$ cat src/rtl/pll_seq_pkg.sv
// Shared definitions for the PLL lock sequencer: state encoding, pin decode
// and default timing for a 20 MHz reference clock.
package pll_seq_pkg;

  localparam logic [2:0] ST_HOLD      = 3'd0;
  localparam logic [2:0] ST_WAIT_LOCK = 3'd1;
  localparam logic [2:0] ST_STABLE    = 3'd2;
  localparam logic [2:0] ST_RUN       = 3'd3;
  localparam logic [2:0] ST_FAULT     = 3'd4;
  localparam logic [2:0] ST_BYPASS    = 3'd5;

  typedef enum logic [2:0] {
    S_HOLD      = ST_HOLD,
    S_WAIT_LOCK = ST_WAIT_LOCK,
    S_STABLE    = ST_STABLE,
    S_RUN       = ST_RUN,
    S_FAULT     = ST_FAULT,
    S_BYPASS    = ST_BYPASS
  } state_t;

  // 20 MHz reference: 1 us hold, 100 us lock budget, 3.2 us stable window.
  localparam int unsigned DEF_RESET_HOLD_CYCLES   = 20;
  localparam int unsigned DEF_LOCK_TIMEOUT_CYCLES = 2000;
  localparam int unsigned DEF_LOCK_STABLE_CYCLES  = 64;
  localparam int unsigned DEF_MAX_RETRIES         = 3;
  localparam int unsigned DEF_CNT_W               = 16;

  typedef struct packed {
    logic resetb;
    logic bypass;
    logic sys_reset;
    logic locked;
    logic fault;
  } pins_t;

  function automatic pins_t state_pins(input state_t s);
    pins_t p;
    p = pins_t'(5'b00100);
    case (s)
      S_HOLD:      p = pins_t'(5'b00100);
      S_WAIT_LOCK: p = pins_t'(5'b10100);
      S_STABLE:    p = pins_t'(5'b10100);
      S_RUN:       p = pins_t'(5'b10010);
      S_FAULT:     p = pins_t'(5'b11001);
      S_BYPASS:    p = pins_t'(5'b11100);
      default:     p = pins_t'(5'b00100);
    endcase
    return p;
  endfunction

endpackage

$ cat src/rtl/pll_lock_sequencer_sync_2ff.sv
// Two-flop synchronizer for a single asynchronous level, cleared by a
// synchronous active-high reset.
module sync_2ff (
  input  logic clk,
  input  logic rst,
  input  logic d,
  output logic q
);

  logic meta;

  always_ff @(posedge clk) begin
    if (rst) begin
      meta <= 1'b0;
      q    <= 1'b0;
    end else begin
      meta <= d;
      q    <= meta;
    end
  end

endmodule

$ cat src/rtl/pll_lock_sequencer.sv
// PLL reset/lock sequencer in the reference clock domain: holds the PLL in
// reset, qualifies lock, retries on timeout and falls back to bypass.
module pll_lock_sequencer
  import pll_seq_pkg::*;
#(
  parameter int unsigned RESET_HOLD_CYCLES   = DEF_RESET_HOLD_CYCLES,
  parameter int unsigned LOCK_TIMEOUT_CYCLES = DEF_LOCK_TIMEOUT_CYCLES,
  parameter int unsigned LOCK_STABLE_CYCLES  = DEF_LOCK_STABLE_CYCLES,
  parameter int unsigned MAX_RETRIES         = DEF_MAX_RETRIES,
  parameter int unsigned CNT_W               = DEF_CNT_W
) (
  input  logic       REFERENCECLK,
  input  logic       RESET,
  input  logic       PLL_LOCK,
  input  logic       RESTART,
  input  logic       FORCE_BYPASS,
  output logic       PLL_RESETB,
  output logic       PLL_BYPASS,
  output logic       SYS_RESET,
  output logic       LOCKED,
  output logic       FAULT,
  output logic [1:0] RETRY_COUNT,
  output logic [2:0] seq_state
);

  localparam logic [CNT_W-1:0] ONE         = CNT_W'(1);
  localparam logic [CNT_W-1:0] HOLD_LAST   = CNT_W'(RESET_HOLD_CYCLES - 1);
  localparam logic [CNT_W-1:0] STABLE_LAST = CNT_W'(LOCK_STABLE_CYCLES - 1);
  localparam logic [CNT_W-1:0] TMO_LAST    = CNT_W'(LOCK_TIMEOUT_CYCLES - 1);
  localparam logic [1:0]       RETRY_MAX   = 2'(MAX_RETRIES);

  state_t           state_q, state_d;
  logic [CNT_W-1:0] cnt_q, cnt_d;
  logic [CNT_W-1:0] tcnt_q, tcnt_d;
  logic [1:0]       retry_q, retry_d;
  logic             lock_s;
  logic             hold_done, stable_done, timeout_hit;
  pins_t            pins_d;

  sync_2ff u_lock_sync (
    .clk (REFERENCECLK),
    .rst (RESET),
    .d   (PLL_LOCK),
    .q   (lock_s)
  );

  assign hold_done   = (cnt_q >= HOLD_LAST);
  assign stable_done = (cnt_q == STABLE_LAST);
  assign timeout_hit = (tcnt_q == TMO_LAST);

  always_comb begin
    state_d = state_q;
    cnt_d   = cnt_q;
    tcnt_d  = tcnt_q;
    retry_d = retry_q;

    if (FORCE_BYPASS) begin
      state_d = S_BYPASS;
    end else if (RESTART) begin
      state_d = S_HOLD;
      cnt_d   = '0;
      retry_d = '0;
    end else begin
      case (state_q)
        S_HOLD: begin
          if (hold_done) begin
            state_d = S_WAIT_LOCK;
            cnt_d   = '0;
            tcnt_d  = '0;
          end else begin
            cnt_d = cnt_q + ONE;
          end
        end

        S_WAIT_LOCK, S_STABLE: begin
          if (!timeout_hit) tcnt_d = tcnt_q + ONE;
          // Stable completion is checked before the timeout so that a lock
          // qualifying on the last allowed cycle still reaches RUN.
          if (state_q == S_WAIT_LOCK && lock_s) begin
            state_d = S_STABLE;
            cnt_d   = '0;
          end else if (state_q == S_STABLE && !lock_s) begin
            state_d = S_WAIT_LOCK;
            cnt_d   = '0;
          end else if (state_q == S_STABLE && stable_done) begin
            state_d = S_RUN;
          end else if (timeout_hit) begin
            cnt_d = '0;
            if (retry_q < RETRY_MAX) begin
              state_d = S_HOLD;
              retry_d = retry_q + 2'd1;
            end else begin
              state_d = S_FAULT;
            end
          end else if (state_q == S_STABLE) begin
            cnt_d = cnt_q + ONE;
          end
        end

        S_RUN: begin
          if (!lock_s) begin
            state_d = S_HOLD;
            cnt_d   = '0;
            retry_d = '0;
          end
        end

        S_FAULT: state_d = S_FAULT;

        S_BYPASS: begin
          state_d = S_HOLD;
          cnt_d   = '0;
          retry_d = '0;
        end

        default: begin
          state_d = S_HOLD;
          cnt_d   = '0;
          retry_d = '0;
        end
      endcase
    end

    pins_d = state_pins(state_d);
  end

  // Pins are decoded from the next state so every output is a flop.
  always_ff @(posedge REFERENCECLK) begin
    if (RESET) begin
      state_q    <= S_HOLD;
      cnt_q      <= '0;
      tcnt_q     <= '0;
      retry_q    <= '0;
      PLL_RESETB <= 1'b0;
      PLL_BYPASS <= 1'b0;
      SYS_RESET  <= 1'b1;
      LOCKED     <= 1'b0;
      FAULT      <= 1'b0;
    end else begin
      state_q    <= state_d;
      cnt_q      <= cnt_d;
      tcnt_q     <= tcnt_d;
      retry_q    <= retry_d;
      PLL_RESETB <= pins_d.resetb;
      PLL_BYPASS <= pins_d.bypass;
      SYS_RESET  <= pins_d.sys_reset;
      LOCKED     <= pins_d.locked;
      FAULT      <= pins_d.fault;
    end
  end

  assign RETRY_COUNT = retry_q;
  assign seq_state   = state_q;

endmodule

$ cat config.mk
export PLATFORM = sky130hd
export DESIGN_NAME = pll_lock_sequencer
export DESIGN_NICKNAME = d
export VERILOG_FILES = /design/src/rtl/pll_seq_pkg.sv /design/src/rtl/pll_lock_sequencer_sync_2ff.sv /design/src/rtl/pll_lock_sequencer.sv
export SDC_FILE = /design/constraint.sdc
export NUM_CORES = 1
export LEC_CHECK = 0
export CORE_AREA = 2 2 66 68
export DETAILED_ROUTE_END_ITERATION = 8
export DIE_AREA = 0 0 68 70
export GPL_ROUTABILITY_DRIVEN = 0
export HOLD_SLACK_MARGIN = 0.15
export PLACE_DENSITY = 0.78
export SYNTH_ARGS = -nofsm -noshare
export SYNTH_HDL_FRONTEND = slang
export SYNTH_SLANG_ARGS = --single-unit
$ cat constraint.sdc
create_clock -name REFERENCECLK -period 4.3 [get_ports REFERENCECLK]
set_input_delay 0.86 -clock REFERENCECLK [delete_from_list [all_inputs] [get_ports REFERENCECLK]]
set_output_delay 0.86 -clock REFERENCECLK [all_outputs]
set_load 0.02 [all_outputs]
# ---- Word-level counts from Yosys, hierarchy flattened
# Cells that the tools add are included.
dict set report totals {
  ff_bits 44
  elab_cells 84
}
dict set report op_classes {
  n_addsub 3
  magnitude_cmp 2
  n_eq_ne 23
  muxes 31
  bitwise_logic 2
  n_reduce_logical 12
}
# cell count
set op_table {}
lappend op_table {{$mux 16} 10}
lappend op_table {{$pmux 16 s4} 1}
lappend op_table {{$add 16x1->16 const B} 2}
lappend op_table {{$pmux 16 s2} 1}
lappend op_table {{$mux 3} 9}
lappend op_table {{$pmux 5 s4} 1}
lappend op_table {{$ne 3x3->1 const B} 6}
lappend op_table {{$eq 16x11->1 const B} 1}
lappend op_table {{$eq 16x6->1 const B} 1}
lappend op_table {{$ge 16x5->1 const B} 1}
lappend op_table {{$mux 2} 7}
lappend op_table {{$eq 3x2->1 const B} 4}
lappend op_table {{$pmux 3 s4} 1}
lappend op_table {{$reduce_and 5->1} 2}
lappend op_table {{$eq 3x3->1 const B} 3}
lappend op_table {{$reduce_and 8->1} 1}
lappend op_table {{$eq 3x1->1 const B} 2}
lappend op_table {{$ne 2x2->1 const B} 3}
lappend op_table {{$ne 6x6->1 const B} 1}
lappend op_table {{$pmux 2 s3} 1}
lappend op_table {{$reduce_or 2->1} 3}
lappend op_table {{$ne 5x5->1 const B} 1}
lappend op_table {{$logic_and 1x1->1} 3}
lappend op_table {{$logic_not 3->1} 1}
lappend op_table {{6 further kinds} 7}

# ---- Longest topological paths before layout
# Gate-level depths: netlist of run 1.
dict set report logic_depth {
  ltp_word 12
  mapped_depth 10
  mapped_depth_nobuf 7
}

# ---- Cells and area by module
# From an unflattened synthesis of run 1, not the netlist that was laid out.
dict set report unflattened {
  hier_cells 290
  hier_area_um2 2343.5
}
# module n_inst cells_per_inst area_per_inst_um2 seq_area_each_um2
set by_module_without_submodules {}
lappend by_module_without_submodules {pll_lock_sequencer 1 286 2290.9 840.8}
lappend by_module_without_submodules {sync_2ff 1 4 52.6 40.0}

# ---- Worst setup path after synthesis of run 1
# No wires, ideal clock.
dict set report synth_timing {
  path_kind {input-to-reg}
  from {input RESTART}
  to {register cnt_q[1]}
  setup_time_ps 128
  arrival_ps 2563
  setup_slack_ps 1609
  cell_stages 9
  path_cell_list {clkbuf_1 nor2_1 nand2_1 nor4_4 or3_1 clkbuf_2 buf_2 mux2i_1 nor2_1}
}
dict set report synth_between {
  elab_chain_len 2
}
# element line_no
set synth_lines {}
lappend synth_lines {{from (decl)} pll_lock_sequencer.sv:15} ;# input logic RESTART,
lappend synth_lines {{$ne 6x6->1 (no line), or another cell as far along} --}
lappend synth_lines {{$reduce_and 5->1 (no line)} --}
lappend synth_lines {{to (signal assigned)} pll_lock_sequencer.sv:141} ;# cnt_q <= cnt_d;
lappend synth_lines {{to (decl)} pll_lock_sequencer.sv:33} ;# logic [CNT_W-1:0] cnt_q, cnt_d;
# Parallel ways exist; a longest one is shown, timed or not.
# A chain may end at the register's enable or synchronous reset.

# ---- Final worst setup path of run 1
# Same ends and word-level chain as after synthesis.

==> flow_summary.json, run 1 <==
{
  "status": "completed",
  "syn_area_sq_um": 2310,
  "core.rowCount": 24,
  "r2r_slack_ps": 1600,
  "final_max_slew_viol_count": 0,
  "setup_viol": 0,
  "dpl_cell_area_sq_um": 2460,
  "cp_data_arrival_time_ps": 3250,
  "cts_htree_levels": 2,
  "fin_nets": 291,
  "tns_ps": 0,
  "avgViaCountPerCell": 6.05,
  "drc": 0,
  "final_layout_size_suffix_gt1_frac": 0.0739,
  "worstSetupStartpointType": "primary input",
  "grt_pass1_vias": 1673,
  "required_ps": 4500,
  "drtPass1Iterations": 4,
  "detail_route.wl_per_cell_um": 13.9,
  "design_area_sq_um": 2580,
  "post-route-period-util": 0.709,
  "antenna_found_initial": 0,
  "rsz0062_at_grt": "false",
  "cts.hold.buffers_added": 0,
  "root_buffer": "clkbuf_8",
  "cts_buffers": 5,
  "end_kind": "flip-flop",
  "hpwl_mm": 3.21,
  "synthArstFlopShare": 0,
  "grt_max_degree": 19,
  "worst_pin_slew_ps": 548,
  "grt_first_pass_wirelength_mm": 7.87,
  "cts_resized": 0,
  "finalPower_w": 0.000807,
  "cts_tree": "built",
  "clk_path_buf_depth": 2,
  "synthDistinctLibCells": 52,
  "power_density_nw_per_um2": 313,
  "max_slew_margin": 0.625,
  "fmaxAchievable_mhz": 328,
  "synth_flop_cell": "dfxtp_1",
  "critPathKind": "in -> reg",
  "crit_fanout": 18,
  "syn_to_final_growth_pct": 11.6,
  "ys_seq_area_frac": 0.381,
  "die_h_um": 70,
  "synth.avg_cell_area_sq_um": 8.43,
  "hold_violations": 0,
  "drt_iter0_drc": 230,
  "worstSkewPairLatency_ps": 300,
  "leakagePower_nw": 0.889,
  "hold_depth": 1,
  "clk_pin_slew_ps": 90,
  "globalRouteTotalUtil": 0.212,
  "setup_ws_ps": 1250,
  "port_buffers": 14,
  "ir_worst_vdd_uv": 202,
  "core_sq_um": 4140,
  "synth-seq-cells": 44,
  "min_from": "u_lock_sync.meta",
  "synth_edf_count": 0,
  "reg2reg_depth": 6,
  "r2r_end": "cnt_q[4]",
  "vias": 2032,
  "cts_setup_buffers": 0,
  "r2r_start": "seq_state[2]",
  "synth_cells": 274,
  "numClockSinks": 44,
  "max-cap-violations": 0,
  "dieArea_sq_um": 4760,
  "ant_nets": 0,
  "wl_mm": 4.67,
  "yosys_warnings": 0,
  "diodes": 0,
  "dp_slack_ps": 989,
  "pin_count": 15,
  "hold_end": "u_lock_sync.q",
  "grt-ovfl-total": 0,
  "skew_ps": 6.93,
  "fp.dieW_um": 68,
  "synth_nets": 282,
  "initial_core_util": 0.557,
  "hold_class": "reg -> reg",
  "min_period_ps": 3050
}
## metrics by stage
| step | std cells | hold WS, ps | util |
|---|---|---|---|
| after floorplan | 274 | 414 | - |
| after global placement | 328 | 425 | 0.595 |
| after detailed placement | 328 | 429 | 0.595 |
| after CTS | 336 | 453 | 0.622 |
| after global routing | 336 | 476 | 0.622 |
| final | 336 | 439 | 0.622 |
## worst max-delay path, stage by stage
cell and delay (ps):
clkdlybuf4s50_1 540, nor2_1 410, nand2_1 160, nor4_4 460, or3_1 510, mux2i_1 250
nor2_1 50
## kinds of logic after synthesis
logic type / count (synthesis) / synth area share
flip-flops: 44 / 0.381
buffers and inverters: 19 / 0.0368
multiplexers: 2 / 0.00867
AO/OA/AOI/OAI: 47 / 0.134
adder cells (fa/ha/maj): 4 / 0.0206
AND/OR/NAND/NOR: 135 / 0.331
XOR/XNOR: 23 / 0.0872
## area by class of cell
cell class,instances,area (sq um)
clock buffers,5,68.8
clock inverters,3,46.3
fillers,375,1570
inverters,5,18.8
multi-input cells,211,1340
flip-flops and latches,44,881
well taps,52,65.1
repair buffers,16,155
## worst max path at each step
stage / start / endpoint / slack, ps / cells past startpoint
floorplan: RESTART / cnt_q[1] / 1610 / 9
global route: RESTART / cnt_q[2] / 960 / 7
CTS: RESTART / cnt_q[1] / 1270 / 7
global placement: RESTART / cnt_q[1] / 1060 / 7
finish: RESTART / cnt_q[1] / 1250 / 7
detailed placement: RESTART / cnt_q[1] / 990 / 7
## Yosys cell counts (6+ instances only)
cell | n | area [sq um]
clkbuf_1 | 7 | 26.3
xnor2_1 | 8 | 70.1
o21ai_0 | 6 | 30.0
and2_1 | 6 | 37.5
nor3_1 | 6 | 30.0
dfxtp_1 | 44 | 881
nor2_1 | 36 | 135
nand2_1 | 13 | 48.8
and3_1 | 8 | 50.1
nand3_1 | 19 | 95.1
a21oi_1 | 16 | 80.1
nor4_1 | 7 | 43.8
o31ai_1 | 6 | 45.0
nand4_1 | 7 | 43.8
xor2_1 | 15 | 131
## registers in the layout, indices dropped and copies added (netlist names)
signal            cells
seq_state             3
PLL_RESETB            1
RETRY_COUNT           2
tcnt_q               16
u_lock_sync.q         1
LOCKED                1
u_lock_sync.meta      1
FAULT                 1
SYS_RESET             1
PLL_BYPASS            1
cnt_q                16
## metal layers
metal,vias to the layer above,wire (um),track usage
li1,1023,-,-
met1,952,2150,0.301
met2,49,2210,0.307
met3,8,242,0.0483
met4,0,73,0.0822
met5,-,0,0
## layout by cell type (no fill, tap or decap), types with 2 or more instances in the layout
cell              n
a31o_2            2
nor2_1           36
xor2_1           15
nand2_1          13
nor3_1            6
nor4_1            7
o311ai_0          3
ha_1              3
clkdlybuf4s50_1  14
a211oi_1          2
nor2b_1           4
nor3b_1           2
and3_1            8
o21ai_0           6
nand3_1          19
and4_1            4
dfxtp_1          44
xnor2_1           8
o31ai_1           6
buf_4             2
or4_1             5
or2_2             2
clkbuf_8          5
nor4_2            2
nand4_1           7
or3_1             5
a21oi_1          16
inv_1             5
and2_1            6
nor4b_1           2
mux2i_1           2
## where the power goes
part           switching (W)  internal [W]  leakage (nW)
Clock               0.000153      0.000175        0.0548
Sequential        0.00000776      0.000413         0.356
Combinational      0.0000351     0.0000233         0.478
Total               0.000196      0.000611         0.889
No activity file was read; power rests on OpenSTA's default activity.
==> inputs of run 2 (changes only) <==
CORE_AREA = 2 2 67 69   (was 2 2 66 68)
DIE_AREA = 0 0 69 71   (was 0 0 68 70)
PLACE_DENSITY = 0.76   (was 0.78)
clock period = 3.2 ns   (was 4.3 ns; I/O delays follow)
==> flow_summary.json, run 2 (same netlist as run 1, synthesis figures left out) <==
{
  "cts_htree_levels": 2,
  "avgViaCountPerCell": 5.89,
  "hold_class": "reg -> reg",
  "cp_data_arrival_time_ps": 2940,
  "root_buffer": "clkbuf_8",
  "clk_pin_slew_ps": 80,
  "port_buffers": 14,
  "status": "completed",
  "detail_route.wl_per_cell_um": 13.9,
  "cts_resized": 0,
  "setup_viol": 0,
  "min_period_ps": 2710,
  "worst_pin_slew_ps": 620,
  "ir_worst_vdd_uv": 250,
  "final_max_slew_viol_count": 0,
  "syn_to_final_growth_pct": 13.4,
  "drc": 0,
  "grt-ovfl-total": 0,
  "crit_fanout": 18,
  "rsz0062_at_grt": "false",
  "skew_ps": 5.16,
  "worstSetupStartpointType": "primary input",
  "fillers": 369,
  "critPathKind": "in -> reg",
  "tns_ps": 0,
  "fp.dieW_um": 69,
  "max-cap-violations": 0,
  "dieArea_sq_um": 4900,
  "setup_ws_ps": 488,
  "cts_setup_buffers": 0,
  "initial_core_util": 0.549,
  "fmaxAchievable_mhz": 369,
  "ant_nets": 0,
  "cts_buffers": 5,
  "hpwl_mm": 3.29,
  "end_kind": "flip-flop",
  "numClockSinks": 44,
  "fin_cells": 340,
  "hold_violations": 0,
  "max_slew_margin": 0.576,
  "final_common_cell": "dfxtp_1",
  "antenna_found_initial": 0,
  "clk_path_buf_depth": 2,
  "dp_slack_ps": 209,
  "final_layout_size_suffix_gt1_frac": 0.0868,
  "vias": 2003,
  "die_h_um": 71,
  "holdWs_ps": 443,
  "leakagePower_nw": 0.919,
  "drt_iter0_drc": 227,
  "grt_pass1_vias": 1878,
  "cts.hold.buffers_added": 0,
  "core.rowCount": 24,
  "wl_mm": 4.71,
  "numPlacedInstances": 332,
  "diodes": 0,
  "core_sq_um": 4200,
  "fin_nets": 295,
  "grt_first_pass_wirelength_mm": 8.30,
  "pin_count": 15,
  "required_ps": 3430,
  "globalRouteTotalUtil": 0.205,
  "grt_max_degree": 19,
  "post-route-period-util": 0.848,
  "drtPass1Iterations": 4,
  "cts_tree": "built",
  "worstSkewPairLatency_ps": 300,
  "power_density_nw_per_um2": 423,
  "final_cell_mix": "dfxtp_1, nor2_1, nand3_1"
}
run 2: metal layers:
layer / vias up / wire (um) / track usage
met1: 929 / 2200 / 0.266
met2: 44 / 2260 / 0.333
met3: 8 / 183 / 0.0413
met4: 0 / 67 / 0.0871
met5: - / 0 / 0
li1: 1022 / - / -
run 2: layout make-up:
class,instances,area (sq um),share of cell area
Sequential cell,44,881,0.336
Multi-Input combinational cell,211,1340,0.513
Tap cell,52,65.1,0.0248
Timing Repair Buffer,20,185,0.0707
Clock buffer,7,96.3,0.0368
Clock inverter,1,30.0,0.0115
Inverter,5,18.8,0.00716
run 2: per-stage QoR:
stage / power, W / instance area [sq um] / util
4_1_cts: 0.00112 / 2620 / 0.623
3_3_place_gp: 0.000658 / 2490 / 0.593
2_1_floorplan: 0.000630 / 2310 / -
3_5_place_dp: 0.000659 / 2490 / 0.593
6_report: 0.00111 / 2620 / 0.623
5_1_grt: 0.00114 / 2620 / 0.623
run 2: where the power goes:
part | internal [W] | total (W) | switching (W) | leakage, nW
Clock | 0.000275 | 0.000460 | 0.000185 | 0.0645
Sequential | 0.000555 | 0.000562 | 0.00000738 | 0.356
Combinational | 0.0000342 | 0.0000848 | 0.0000506 | 0.498
Total | 0.000864 | 0.00111 | 0.000243 | 0.919
run 2: worst max-delay path, cell delays in order:
cell and delay [ps]:
clkdlybuf4s50_1 620, nor2_1 130, o21ai_2 130, nor3_2 120
or3_1 580, or4_1 580, a21oi_1 150
run 2: final timing paths:
| check | start | endpoint | slack, ps | depth (start not counted) |
|---|---|---|---|---|
| worst min-delay path | u_lock_sync.meta | u_lock_sync.q | 440 | 1 |
| worst max register to register | seq_state[1] | cnt_q[4] | 510 | 6 |
| worst max-delay path | RESTART | cnt_q[4] | 490 | 7 |
| worst min register to register | u_lock_sync.meta | u_lock_sync.q | 440 | 1 |
